--- src/rtl/adder_arb_pkg.sv ---
// Shared types and helpers for the round-robin adder arbiter.
package adder_arb_pkg;

    typedef enum logic {StArb, StLock} state_e;

    localparam int unsigned DefWidth = 32;
    localparam int unsigned DefNreq  = 4;
    localparam int unsigned MaxReq   = 8;

    typedef struct packed {
        logic       found;
        logic [2:0] idx;
    } pick_t;

    // First set bit of valid at or above ptr, wrapping modulo nreq.
    function automatic pick_t rr_pick(input logic [MaxReq-1:0] valid,
                                      input logic [2:0]        ptr,
                                      input logic [3:0]        nreq);
        pick_t      r;
        logic [3:0] j;
        r = '0;
        for (int i = 0; i < MaxReq; i++) begin
            j = {1'b0, ptr} + 4'(i);
            if (j >= nreq) j = j - nreq;
            if (!r.found && (4'(i) < nreq) && valid[j[2:0]]) begin
                r.found = 1'b1;
                r.idx   = j[2:0];
            end
        end
        return r;
    endfunction

endpackage

--- src/rtl/adder_core.sv ---
// Combinational WIDTH-bit adder with carry-in, carry-out and zero flag.
module adder_core
    import adder_arb_pkg::*;
#(
    parameter int unsigned WIDTH = DefWidth
) (
    input  logic [WIDTH-1:0] i_x,
    input  logic [WIDTH-1:0] i_y,
    input  logic             i_cin,
    output logic [WIDTH-1:0] o_sum,
    output logic             o_cout,
    output logic             o_zero
);

    assign {o_cout, o_sum} = {1'b0, i_x} + {1'b0, i_y} + {{WIDTH{1'b0}}, i_cin};
    assign o_zero          = (o_sum == '0);

endmodule

--- src/rtl/adder_arbiter.sv ---
// Round-robin arbiter sharing one adder among NREQ requesters, with chained
// multi-word operations and a registered valid/ready result stage.
module adder_arbiter
    import adder_arb_pkg::*;
#(
    parameter int unsigned WIDTH = DefWidth,
    parameter int unsigned NREQ  = DefNreq,
    parameter int unsigned IDW   = 2
) (
    input  logic                  clk,
    input  logic                  rst,
    input  logic [NREQ-1:0]       req_valid,
    output logic [NREQ-1:0]       req_ready,
    input  logic [NREQ*WIDTH-1:0] req_x,
    input  logic [NREQ*WIDTH-1:0] req_y,
    input  logic [NREQ-1:0]       req_cin,
    input  logic [NREQ-1:0]       req_last,
    output logic                  rsp_valid,
    input  logic                  rsp_ready,
    output logic [IDW-1:0]        rsp_id,
    output logic [WIDTH-1:0]      rsp_sum,
    output logic                  rsp_cout,
    output logic                  rsp_zero,
    output logic                  rsp_zero_all,
    output logic                  rsp_last
);

    state_e           r_state, w_state_d;
    logic [IDW-1:0]   r_owner, r_rr_ptr, w_gnt, w_ptr_next;
    logic             r_carry, r_zacc;
    logic             r_rsp_valid, r_rsp_cout, r_rsp_zero, r_rsp_zero_all, r_rsp_last;
    logic [IDW-1:0]   r_rsp_id;
    logic [WIDTH-1:0] r_rsp_sum;
    logic             w_stall, w_found, w_accept, w_cin, w_cout, w_zero, w_zero_all;
    logic [WIDTH-1:0] w_x, w_y, w_sum;
    logic [MaxReq-1:0] w_valid_ext;
    logic [2:0]       w_ptr_ext;
    pick_t            w_pick;

    assign w_stall = r_rsp_valid & ~rsp_ready;

    // In LOCK only the owner can be granted; other valids are ignored.
    always_comb begin
        w_valid_ext            = '0;
        w_valid_ext[NREQ-1:0]  = req_valid;
        w_ptr_ext              = '0;
        w_ptr_ext[IDW-1:0]     = r_rr_ptr;
        w_pick                 = rr_pick(w_valid_ext, w_ptr_ext, 4'(NREQ));
        if (r_state == StLock) begin
            w_gnt   = r_owner;
            w_found = req_valid[r_owner];
        end else begin
            w_gnt   = w_pick.idx[IDW-1:0];
            w_found = w_pick.found;
        end
        req_ready = '0;
        if (!rst && !w_stall && w_found) req_ready[w_gnt] = 1'b1;
    end

    assign w_accept   = |req_ready;
    assign w_x        = req_x[w_gnt*WIDTH +: WIDTH];
    assign w_y        = req_y[w_gnt*WIDTH +: WIDTH];
    assign w_cin      = (r_state == StLock) ? r_carry : req_cin[w_gnt];
    assign w_zero_all = w_zero & ((r_state == StArb) | r_zacc);
    assign w_ptr_next = (w_gnt == IDW'(NREQ - 1)) ? '0 : w_gnt + 1'b1;

    adder_core #(
        .WIDTH(WIDTH)
    ) u_core (
        .i_x   (w_x),
        .i_y   (w_y),
        .i_cin (w_cin),
        .o_sum (w_sum),
        .o_cout(w_cout),
        .o_zero(w_zero)
    );

    always_comb begin
        w_state_d = r_state;
        if (w_accept) w_state_d = req_last[w_gnt] ? StArb : StLock;
    end

    always_ff @(posedge clk or posedge rst) begin
        if (rst) r_state <= StArb;
        else     r_state <= w_state_d;
    end

    always_ff @(posedge clk or posedge rst) begin
        if (rst) begin
            r_owner        <= '0;
            r_rr_ptr       <= '0;
            r_carry        <= 1'b0;
            r_zacc         <= 1'b1;
            r_rsp_valid    <= 1'b0;
            r_rsp_id       <= '0;
            r_rsp_sum      <= '0;
            r_rsp_cout     <= 1'b0;
            r_rsp_zero     <= 1'b0;
            r_rsp_zero_all <= 1'b0;
            r_rsp_last     <= 1'b0;
        end else if (w_accept) begin
            r_rsp_valid    <= 1'b1;
            r_rsp_id       <= w_gnt;
            r_rsp_sum      <= w_sum;
            r_rsp_cout     <= w_cout;
            r_rsp_zero     <= w_zero;
            r_rsp_zero_all <= w_zero_all;
            r_rsp_last     <= req_last[w_gnt];
            // Pointer moves only when a whole operation completes.
            if (req_last[w_gnt]) begin
                r_rr_ptr <= w_ptr_next;
                r_carry  <= 1'b0;
                r_zacc   <= 1'b1;
            end else begin
                r_owner  <= w_gnt;
                r_carry  <= w_cout;
                r_zacc   <= w_zero_all;
            end
        end else if (rsp_ready) begin
            r_rsp_valid <= 1'b0;
        end
    end

    assign rsp_valid    = r_rsp_valid;
    assign rsp_id       = r_rsp_id;
    assign rsp_sum      = r_rsp_sum;
    assign rsp_cout     = r_rsp_cout;
    assign rsp_zero     = r_rsp_zero;
    assign rsp_zero_all = r_rsp_zero_all;
    assign rsp_last     = r_rsp_last;

endmodule

--- config.mk ---
export PLATFORM = sky130hd
export DESIGN_NAME = adder_arbiter
export DESIGN_NICKNAME = d
export VERILOG_FILES = /design/src/rtl/adder_arb_pkg.sv /design/src/rtl/adder_core.sv /design/src/rtl/adder_arbiter.sv
export SDC_FILE = /design/constraint.sdc
export NUM_CORES = 1
export LEC_CHECK = 0
export CELL_PAD_IN_SITES_DETAIL_PLACEMENT = 0
export CELL_PAD_IN_SITES_GLOBAL_PLACEMENT = 1
export CORE_AREA = 2 2 126 176
export DETAILED_ROUTE_END_ITERATION = 8
export DIE_AREA = 0 0 128 178
export PLACE_DENSITY = 0.94
export SLEW_MARGIN = 0
export SYNTH_ARGS = -nofsm -noshare
export SYNTH_HDL_FRONTEND = slang
export SYNTH_SLANG_ARGS = --single-unit
--- constraint.sdc ---
create_clock -name clk -period 16.34 [get_ports clk]
set_input_delay 2.451 -clock clk [delete_from_list [all_inputs] [get_ports clk]]
set_output_delay 2.451 -clock clk [all_outputs]
set_load 0.03 [all_outputs]
==> impl_metrics.yaml <==
setup_path:
  r2r_slack_ps: 9500
  crit_required_ps: 13890
  worst_ep_arrival_time_ps: 6760
  cp_max_fo: 72
  r2r_cells: 23
  timing.rr.start: "r_rr_ptr[0]"
  critPathKind: "input pin to output port"
  cp-endpoint: "req_ready[3]"
  end_kind: "output port"
  reg2reg_to: "rsp_zero_all"
  crit_start: "req_valid[2]"
  cp-start-kind: "input pin"
die:
  initial_core_util_pct: 28.6
  dieArea_um2: 22800
  die_w_um: 128
  core_um2: 21100
  rows: 63
  die_h_um: 178
  ioPinCount: 314
min_path:
  hold_class: "flip-flop to flip-flop"
logic_synthesis:
  synth_commonest_cells: "329 x nand2_1, 68 x a31oi_1, 66 x and3_1"
  ys_ff_latch: 46
  synth_area_leaders: "nand2_1 20%, dfrtp_1 19%, ha_1 7.5%"
  syn_area_um2: 6040
  synth_top_area_share_pct: 20.4
  async_flop_share_pct: 100
  synth_cell_types: 68
  yosys.area.top_type: "nand2_1"
  ys_seq_area_share_pct: 19.1
  synth_most_common_cell: "nand2_1"
  synth_edf_count: 0
  synth_nets: 1242
  post_synth_inst_count: 933
  yosysWarningCount: 0
  synthFlopType: "dfrtp_1"
  syn_avg_cell_area_um2: 6.48
global_routing:
  grt_max_degree: 75
  grt_overflow: 0
  grt_antenna_before_repair: 0
  grt_usage_pct: 19.9
  use_met2_pct: 37.4
  top_usage_layer: "met2"
  gr-usage-met1_pct: 23.7
  grt_pass1_wl_um: 36700
  use_met3_pct: 1.83
  grt_pass1_vias: 7251
outcome:
  status: "completed"
finish:
  seq_area_um2: 1150
  drive_gt1_share_pct: 3.51
  multi_input_area_um2: 4590
  fill_cells: 2187
  area_growth_pct: 57.2
  num_antenna_cells: 0
  final_nets: 1505
clock_network:
  post_cts_buffers: 0
  hold_buffers: 0
  cts_tree: "built"
  clk_latency_ps: 290
  clkSlewWorstSetupHoldPaths_ps: 60
  ctsRootBufferMaster: "clkbuf_16"
  clockBufferDepth: 2
  cts_resized: 0
  htreeDepth: 2
  clock_sinks: 46
  numCtsBuffers: 5
drt:
  num_vias: 7557
  drcViolationCount: 0
  wirelength_um: 23900
  first_pass_iters: 4
  via_per_inst: 5.19
  detail-route-antenna-nets: 0
  wl_per_cell_um: 16.4
  drt_iter0_drc: 395
sta:
  period_share_pct: 56.4
  hold_viol: 0
  fin_worst_skew_ps: 3.08
  setup_tns_ps: 0
  timing.fmax_mhz: 109
  setup_viol: 0
  finalWorstPathRequiredPeriod_ps: 9210
  max_slew_margin_pct: 24.4
  worst_slew_pin_slew_ps: 1130
  maxSlewViolCount: 0
  rsz0062_at_grt: "no"
flow_run:
  drv_cap: 0
placement:
  numPortBuffers: 313
  gp_congestion: 0.886
  place_hpwl_um: 19400
[layout by cell type, fill, tap and decap left out, types with 4 or more instances in the layout]
cell type        synthesis  final
buf_4                    1      6
clkbuf_16                0      5
nor2b_1                  7      7
a211oi_1                 5      5
and2_1                   9      9
inv_1                   13     11
o21ai_0                 50     50
xor2_1                   7      7
mux2_2                  15     15
a21o_1                   5      4
nand3_1                  8      8
ha_1                    36     36
o211ai_1                 7      7
o31ai_1                  6      6
nor2_1                  37     37
nand4_1                 14     14
a211o_1                  4      4
a21oi_1                 41     41
mux2i_1                  6      6
a31oi_1                 68     68
nor3_1                   9      9
nand2_1                329    329
nor4_1                   5      5
clkdlybuf4s50_1          0    313
dfrtp_1                 45     45
xnor2_1                 19     19
o21a_1                   9      9
and3_1                  66     66
[registers in the layout (all words and copies together), names as in the netlist]
register      flops
r_state           1
r_rr_ptr          2
rsp_sum          32
rsp_zero          1
rsp_valid         1
r_zacc            1
rsp_zero_all      1
rsp_cout          1
rsp_last          1
r_owner           2
rsp_id            2
r_carry           1
[logic make-up after synthesis]
kind of cell / after synthesis / synth area share (%)
AO/OA/AOI/OAI: 229 / 24.1
XOR/XNOR: 26 / 3.77
adder cells (fa/ha/maj): 38 / 8.11
buffers and inverters: 77 / 5.09
flip-flops: 46 / 19.1
multiplexers: 22 / 3.97
AND/OR/NAND/NOR: 495 / 35.9
[how the worst min path moves through the flow]
stage             start  endpoint  slack, ps  cells after the start
4_1_cts        rsp_last  rsp_last        480                      2
2_1_floorplan   r_carry   r_carry        450                      2
5_1_grt        rsp_last  rsp_last        490                      2
3_5_place_dp   rsp_last  rsp_last        460                      2
3_3_place_gp   rsp_last  rsp_last        460                      2
6_report       rsp_last  rsp_last        470                      2
[per-layer routing]
metal / part of all wire (%) / vias to the layer above / routed length, um
met2: 53 / 229 / 12600
met5: 0 / - / 0
met4: 2.8 / 0 / 674
met1: 40 / 3472 / 9590
met3: 4.3 / 43 / 1040
li1: - / 3813 / -
[final cells by class]
class | instances | area share [%]
repair buffers | 319 | 33.4
inverters | 14 | 0.579
flip-flops and latches | 46 | 12.1
well taps | 260 | 3.42
clock inverters | 2 | 0.632
multi-input cells | 810 | 48.3
clock buffers | 6 | 1.46
[metrics by stage]
step | utilization (%) | instances | hold slack (ps) | setup slack [ps] | instance area, um^2
after floorplan | - | 933 | 450 | 9440 | 6040
after global placement | 44.0 | 1449 | 461 | 7270 | 9300
after detailed placement | 44.0 | 1449 | 465 | 7180 | 9300
after CTS | 45.0 | 1457 | 480 | 7180 | 9500
after global routing | 45.0 | 1457 | 494 | 6830 | 9500
final | 45.0 | 1457 | 471 | 7130 | 9500
[critical path, stage by stage]
cell,delay [ps]
clkdlybuf4s50_1,600
mux2i_1,160
o21ai_0,360
nor3_1,100
a211oi_1,180
a21o_2,920
inv_2,550
buf_4,410
ha_1,260
and2_1,140
clkdlybuf4s50_1,580
Power is not shown: default switching activity piles up to over one toggle a cycle in this logic, so the estimate is an artifact.
